<file path="src/rtl/cache_ctrl_dm.sv">
// Direct-mapped, write-through, no-write-allocate data cache controller.
// Talks to backing memory over a one-outstanding req/ack handshake with variable latency.
module cache_ctrl_dm #(
  parameter int DWIDTH     = 16,
  parameter int AWIDTH     = 16,
  parameter int LINE_WORDS = 8,
  parameter int NUM_SETS   = 32
) (
  input  logic              clk,
  input  logic              rst,
  input  logic              mem_en,
  input  logic              mem_read,
  input  logic              mem_write,
  input  logic [AWIDTH-1:0] addr_in,
  input  logic [DWIDTH-1:0] data_in,
  output logic [DWIDTH-1:0] data_out,
  output logic              cache_miss_stall,
  output logic              mm_req,
  output logic              mm_we,
  output logic [AWIDTH-1:0] mm_addr,
  output logic [DWIDTH-1:0] mm_wdata,
  input  logic [DWIDTH-1:0] mm_rdata,
  input  logic              mm_ack
);

  localparam int OFF  = $clog2(LINE_WORDS);
  localparam int IDX  = $clog2(NUM_SETS);
  localparam int TAGW = AWIDTH - 1 - OFF - IDX;

  typedef enum logic [1:0] {ST_IDLE, ST_FILL, ST_WTHRU} state_t;

  state_t            state_reg, state_next;
  logic [OFF-1:0]    cnt_reg, cnt_next;
  logic [AWIDTH-1:0] lat_addr_reg, lat_addr_next;
  logic [DWIDTH-1:0] lat_data_reg, lat_data_next;

  logic [NUM_SETS-1:0] valid_vec;
  logic [TAGW-1:0]     tag_mem  [NUM_SETS];
  logic [DWIDTH-1:0]   data_mem [NUM_SETS*LINE_WORDS];

  logic [OFF-1:0]  in_off, lat_off;
  logic [IDX-1:0]  in_idx, lat_idx;
  logic [TAGW-1:0] in_tag, lat_tag;
  logic            in_hit, lat_hit;
  logic            fill_we, wthru_we, line_done;
  logic            unused_bits;

  assign in_off  = addr_in[OFF:1];
  assign in_idx  = addr_in[OFF+IDX:OFF+1];
  assign in_tag  = addr_in[AWIDTH-1:OFF+IDX+1];
  assign lat_off = lat_addr_reg[OFF:1];
  assign lat_idx = lat_addr_reg[OFF+IDX:OFF+1];
  assign lat_tag = lat_addr_reg[AWIDTH-1:OFF+IDX+1];

  assign in_hit  = valid_vec[in_idx] && (tag_mem[in_idx] == in_tag);
  assign lat_hit = valid_vec[lat_idx] && (tag_mem[lat_idx] == lat_tag);

  assign unused_bits = ^{addr_in[0], lat_addr_reg[0]};

  // Valid bits are the only part of the storage that is cleared by reset.
  genvar gi;
  generate
    for (gi = 0; gi < NUM_SETS; gi++) begin : g_valid
      logic v_reg;
      always_ff @(posedge clk or negedge rst) begin
        if (!rst) begin
          v_reg <= 1'b0;
        end else if (line_done && (lat_idx == IDX'(gi))) begin
          v_reg <= 1'b1;
        end
      end
      assign valid_vec[gi] = v_reg;
    end
  endgenerate

  always_ff @(posedge clk) begin
    if (fill_we) begin
      data_mem[{lat_idx, cnt_reg}] <= mm_rdata;
    end
    if (wthru_we) begin
      data_mem[{lat_idx, lat_off}] <= lat_data_reg;
    end
    if (line_done) begin
      tag_mem[lat_idx] <= lat_tag;
    end
  end

  always_ff @(posedge clk or negedge rst) begin
    if (!rst) begin
      state_reg    <= ST_IDLE;
      cnt_reg      <= '0;
      lat_addr_reg <= '0;
      lat_data_reg <= '0;
    end else begin
      state_reg    <= state_next;
      cnt_reg      <= cnt_next;
      lat_addr_reg <= lat_addr_next;
      lat_data_reg <= lat_data_next;
    end
  end

  always_comb begin
    state_next       = state_reg;
    cnt_next         = cnt_reg;
    lat_addr_next    = lat_addr_reg;
    lat_data_next    = lat_data_reg;
    data_out         = '0;
    cache_miss_stall = 1'b0;
    mm_req           = 1'b0;
    mm_we            = 1'b0;
    mm_addr          = '0;
    mm_wdata         = '0;
    fill_we          = 1'b0;
    wthru_we         = 1'b0;
    line_done        = 1'b0;
    // Outputs are held at zero for as long as reset is asserted.
    if (rst) begin
      case (state_reg)
        ST_IDLE: begin
          if (mem_en && mem_write) begin
            cache_miss_stall = 1'b1;
            state_next       = ST_WTHRU;
            lat_addr_next    = addr_in;
            lat_data_next    = data_in;
          end else if (mem_en && mem_read) begin
            if (in_hit) begin
              data_out = data_mem[{in_idx, in_off}];
            end else begin
              cache_miss_stall = 1'b1;
              state_next       = ST_FILL;
              cnt_next         = '0;
              lat_addr_next    = addr_in;
            end
          end
        end
        ST_FILL: begin
          cache_miss_stall = 1'b1;
          mm_req           = 1'b1;
          // Offset field is replaced, so the burst never carries into the index.
          mm_addr          = {lat_addr_reg[AWIDTH-1:OFF+1], cnt_reg, 1'b0};
          if (mm_ack) begin
            fill_we  = 1'b1;
            cnt_next = cnt_reg + 1'b1;
            if (cnt_reg == OFF'(LINE_WORDS - 1)) begin
              line_done  = 1'b1;
              state_next = ST_IDLE;
            end
          end
        end
        ST_WTHRU: begin
          cache_miss_stall = 1'b1;
          mm_req           = 1'b1;
          mm_we            = 1'b1;
          mm_addr          = {lat_addr_reg[AWIDTH-1:1], 1'b0};
          mm_wdata         = lat_data_reg;
          if (mm_ack) begin
            wthru_we   = lat_hit;
            state_next = ST_IDLE;
          end
        end
        default: state_next = ST_IDLE;
      endcase
    end
  end

endmodule
</file>
<file path="config.mk">
export PLATFORM = sky130hd
export DESIGN_NAME = cache_ctrl_dm
export DESIGN_NICKNAME = d
export VERILOG_FILES = /design/src/rtl/cache_ctrl_dm.sv
export SDC_FILE = /design/constraint.sdc
export NUM_CORES = 2
export LEC_CHECK = 0
export BUFFER_PORTS_ARGS = -buffer_cell sky130_fd_sc_hd__buf_2
export CAP_MARGIN = 30
export CORE_MARGIN = 2
export CORE_UTILIZATION = 40
export CTS_CLUSTER_SIZE = 20
export DETAILED_ROUTE_END_ITERATION = 10
export PLACE_DENSITY = 0.6
export SLEW_MARGIN = 10
export SYNTH_ARGS = -nofsm -noshare
export SYNTH_HDL_FRONTEND = slang
export SYNTH_MEMORY_MAX_BITS = 65536
export SYNTH_SLANG_ARGS = --single-unit
</file>
<file path="constraint.sdc">
create_clock -name clk -period 6 [get_ports clk]
set_input_delay 0.3 -clock clk [delete_from_list [all_inputs] [get_ports clk]]
set_output_delay 0.3 -clock clk [all_outputs]
set_load 0.005 [all_outputs]
</file>
==> results.md <==
Run status:
- The flow ran to the end, and the final reports show no timing, DRC or antenna violations.

Synthesis:
- In this run the biggest area consumer among cell types represents 76.0% of the synthesized area.
- The post-synthesis net count is 7045.
- The synthesized netlist devotes 0.0667% of its cell area to XOR and XNOR gates.
- In the synthesized netlist, the number of instances is 6985.
- The prevailing post-synth register cell is sky130_fd_sc_hd__edfxtp_1.
- The count of cell types in the netlist is 50.
- After synthesis the netlist holds a flip-flop and latch count of 4388.
- Of the synthesized area, sequential elements account for 77.0%.
- By area the synthesized netlist is led by sky130_fd_sc_hd__edfxtp_1, sky130_fd_sc_hd__mux4_2, sky130_fd_sc_hd__dfrtp_1.
- The async set-reset flop share out of synthesis is 1.55%.
- The basic-gate share of the synthesized area counting and, or, nand and nor cells is 1.40%.
- The synthesized area per cell is 24.4 sq um.
- The multiplexer share of the synthesized area is 20.3%.
- After Yosys synthesis, full adders, half adders and majority gates account for 0.0440% of the synthesized area.
- In the post-synthesis netlist, the cell with the most instances is sky130_fd_sc_hd__edfxtp_1.
- Yosys printed 0 warnings.
- The cell type with the highest aggregate area in the netlist is sky130_fd_sc_hd__edfxtp_1.
- In this run, synthesis inferred 4320 flip-flops with an integrated enable.
- The main combinational cell family by area after synthesis is multiplexers.
- The synthesized cell area is 171000 sq um.
- Sorting the synthesized cells by how often they occur yields sky130_fd_sc_hd__edfxtp_1, sky130_fd_sc_hd__mux4_2, sky130_fd_sc_hd__nor2_1.
- Summing the areas of all compound-gate instances in the mapped netlist gives 0.206% of the synthesized area.

Timing:
- The tightest hold path in the finished design has a slack of 47.8 ps.
- Setup repair after global routing left no endpoint under its margin.
- Setup violations remaining at the end of the flow were counted as 0.
- The final number of hold-violating endpoints came to 0.
- The max-slew violation count was 0.
- The worst slew margin relative to its limit is 29.4%.
- At the pin with the least slew margin, the transition time is 1060 ps.
- The setup TNS is 0 ps.
- Setup slack closes at 554 ps.
- The clock period minus final worst setup slack is 5450 ps.
- In the finished design, the share of the clock period the worst path needs comes to 90.8%.
- Derived from the worst setup path, the maximum achievable clock frequency is 184 MHz.
- The clock skew is 69.7 ps.

Clock tree:
- The cell chosen for the clock root is sky130_fd_sc_hd__clkbuf_16.
- The clock tree synthesis step divided the H-tree into 5 levels.
- The count of clock tree sinks is 4388.
- The clock reaches the later pin of the worst-skew pair after 1020 ps.
- After clock tree synthesis, the setup repair step added 0 buffers.
- The clock-pin transition on the worst setup and hold timing paths is 60 ps.
- The maximum buffer depth of the clock tree is 4.
- The CTS tree is built.
- The total clock buffers created by CTS is 431.
- Once the clock tree was built, the resizer swapped 0 gates to a different size.

Setup path:
- The worst setup path category is reg -> reg.
- The most critical setup path has its startpoint at lat_addr_reg[4].
- STA classifies the critical path endpoint as a register.
- For the worst setup path, the data required time is 6640 ps.
- Along the worst path, the maximum fanout reaches 33.
- The startpoint type of the worst setup path is a register.
- The arrival time at the worst endpoint is 6080 ps.
- The worst register-to-register path begins at lat_addr_reg[4].

Global route:
- The initial antenna violation count came to 29.
- The global-route congestion overflow total is 0.
- For this run, the total global-route usage over all layers was measured as 19.1%.
- The number of global-route vias before repair is 79.8k.
- Entering global routing, the biggest net connects 129 pins.
- The first global-routing pass estimated 595 mm of wire.

Route:
- The detailed-routing iteration count for the pre-antenna-repair pass is 5.
- Summed over all layers, the routed wires come to 417 mm.
- The remaining number of nets flagged by the antenna check after routing is 0.
- The routed length on met1 is 171 mm.
- Summing over every cut layer, the via total after detailed routing is 78.1k.
- The met3 routed wirelength is 30.1 mm.
- Wire segments on met2 add up to 203 mm in the final route.
- The via-per-instance ratio is 5.68.
- The average routed wire per standard cell is 30.3 microns.
- The starting DRC count in detailed routing is 9014.
- In the routed design, unresolved DRC markers number 0.
- The uppermost layer routed is met5.

Floorplanning:
- The number of ports placed on the die boundary is 105.
- The area of the die is 432000 sq um.
- The x dimension of the die is 657 microns.
- The standard-cell row count is 239.
- The core region is 424000 sq um.
- The initial utilization of the core area, before any placement, comes to 40.2%.
- The height of the die is 657 microns.

Power and ir drop:
- The worst-case vdd ir drop is 320 uV.
- The analysis attributes to cell leakage a power of 61.3 nW.
- Total power for the finished layout comes to 65.9 mW.
- Power spread over the standard cell area amounts to 336 nW/um^2.

Finish:
- The count of cells in the finished layout, fillers not included, comes to 13.7k.
- The register with the most flip-flops in the layout has 4096 of them.
- After the last flow step, the layout net total stands at 7764.
- The post-synthesis to final-layout area growth is 15.0%.
- The share of final-layout standard cells stronger than drive strength 1 is 35.4%.

Worst hold path:
- The class of the worst hold path is in -> reg.
- In this run the most critical hold path is launched from addr_in[1].

Placement:
- The HPWL after detailed placement is 256 mm.
- In this run the tool buffered the top-level ports with 102 buffer cells.
- Counting tap cells, the placed design contains a total of 12.9k instances.
- Routability-driven placement finished with a final weighted congestion of 0.811.
- Prior to clock tree synthesis, the placed netlist has a worst setup slack of 646 ps.

Job:
- Across the run, the number of max-cap violations was 0.
worst max-delay path, cell delays in order (launching register included):
cell	delay, ps
sky130_fd_sc_hd__dfrtp_4	730
sky130_fd_sc_hd__buf_12	340
sky130_fd_sc_hd__mux4_2	560
sky130_fd_sc_hd__mux4_2	530
sky130_fd_sc_hd__mux2i_1	250
sky130_fd_sc_hd__xnor2_1	150
sky130_fd_sc_hd__or3_1	380
sky130_fd_sc_hd__nor4_4	340
sky130_fd_sc_hd__buf_12	220
sky130_fd_sc_hd__mux2i_4	480
sky130_fd_sc_hd__buf_12	270
sky130_fd_sc_hd__buf_4	380
sky130_fd_sc_hd__nor2_1	80
sky130_fd_sc_hd__buf_4	260
metrics by stage:
stage          utilization [%]  area (sq um)
3_5_place_dp              42.9        182000
6_report                  46.3        196000
3_3_place_gp              42.9        182000
4_1_cts                   46.2        196000
2_1_floorplan                -        171000
5_1_grt                   46.3        196000
final timing paths:
path | end | slack [ps] | depth (start not counted)
worst max-delay path | data_mem[242][6] | 550 | 13
worst min register to register | g_valid[14].v_reg | 490 | 1
worst max register to register | data_mem[242][6] | 550 | 13
max in group asynchronous | lat_addr_reg[5] | 4690 | 4
min in group asynchronous | lat_addr_reg[10] | 500 | 4
worst min-delay path | lat_addr_reg[1] | 50 | 2
cell usage in the layout, fill, tap and decap left out, types with 16 or more instances in the layout:
master	Yosys	routed
sky130_fd_sc_hd__and3_1	25	25
sky130_fd_sc_hd__bufinv_16	0	30
sky130_fd_sc_hd__nand3_1	19	19
sky130_fd_sc_hd__dfrtp_1	68	64
sky130_fd_sc_hd__mux2_8	0	16
sky130_fd_sc_hd__nor2b_1	32	31
sky130_fd_sc_hd__buf_12	0	79
sky130_fd_sc_hd__clkinv_1	0	97
sky130_fd_sc_hd__mux2i_1	40	32
sky130_fd_sc_hd__mux2_2	65	49
sky130_fd_sc_hd__nand2_1	51	51
sky130_fd_sc_hd__dlygate4sd3_1	0	44
sky130_fd_sc_hd__clkbuf_16	0	436
sky130_fd_sc_hd__nor2_1	316	315
sky130_fd_sc_hd__buf_6	0	19
sky130_fd_sc_hd__diode_2	0	20
sky130_fd_sc_hd__mux4_2	1491	1491
sky130_fd_sc_hd__buf_4	2	439
sky130_fd_sc_hd__or2_2	35	35
sky130_fd_sc_hd__clkinv_2	0	83
sky130_fd_sc_hd__edfxtp_1	4320	4320
sky130_fd_sc_hd__clkbuf_1	278	91
sky130_fd_sc_hd__buf_2	46	95
final cells by class:
cell class / instances / area (sq um)
diodes: 20 / 50.0
clock buffers: 531 / 11300
clock inverters: 258 / 2300
fillers: 34200 / 228000
inverters: 7 / 28.8
multi-input cells: 2194 / 38000
flip-flops and latches: 4388 / 131000
well taps: 5663 / 7090
repair buffers: 682 / 6090
report_power, final:
group	switching, mW	internal (mW)	total [mW]
registers	0.372	34.0	34.4
clock network	11.4	14.7	26.1
logic	3.19	2.21	5.40
cells by family (layout without fill, tap and decap cells):
group,count (synthesis),after routing
compound gates,50,50
xor+xnor,13,13
fa+ha+maj,6,6
buf+inv,403,1478
flops,4388,4388
mux,1596,1596
other cells,1,21
simple gates,528,528
what timing repair did:
action                                  CTS  global route
endpoints found under the setup margin    0             0
hold buffers                             45             0
hold endpoints to repair                144             0
per-layer routing:
layer / vias up / global-route usage [%]
met2: 3082 / 31.0
met4: 8 / 5.65
li1: 31700 / -
met3: 558 / 3.32
met5: - / 0.0222
met1: 42700 / 26.6
Power figures use the tool's default switching activity.
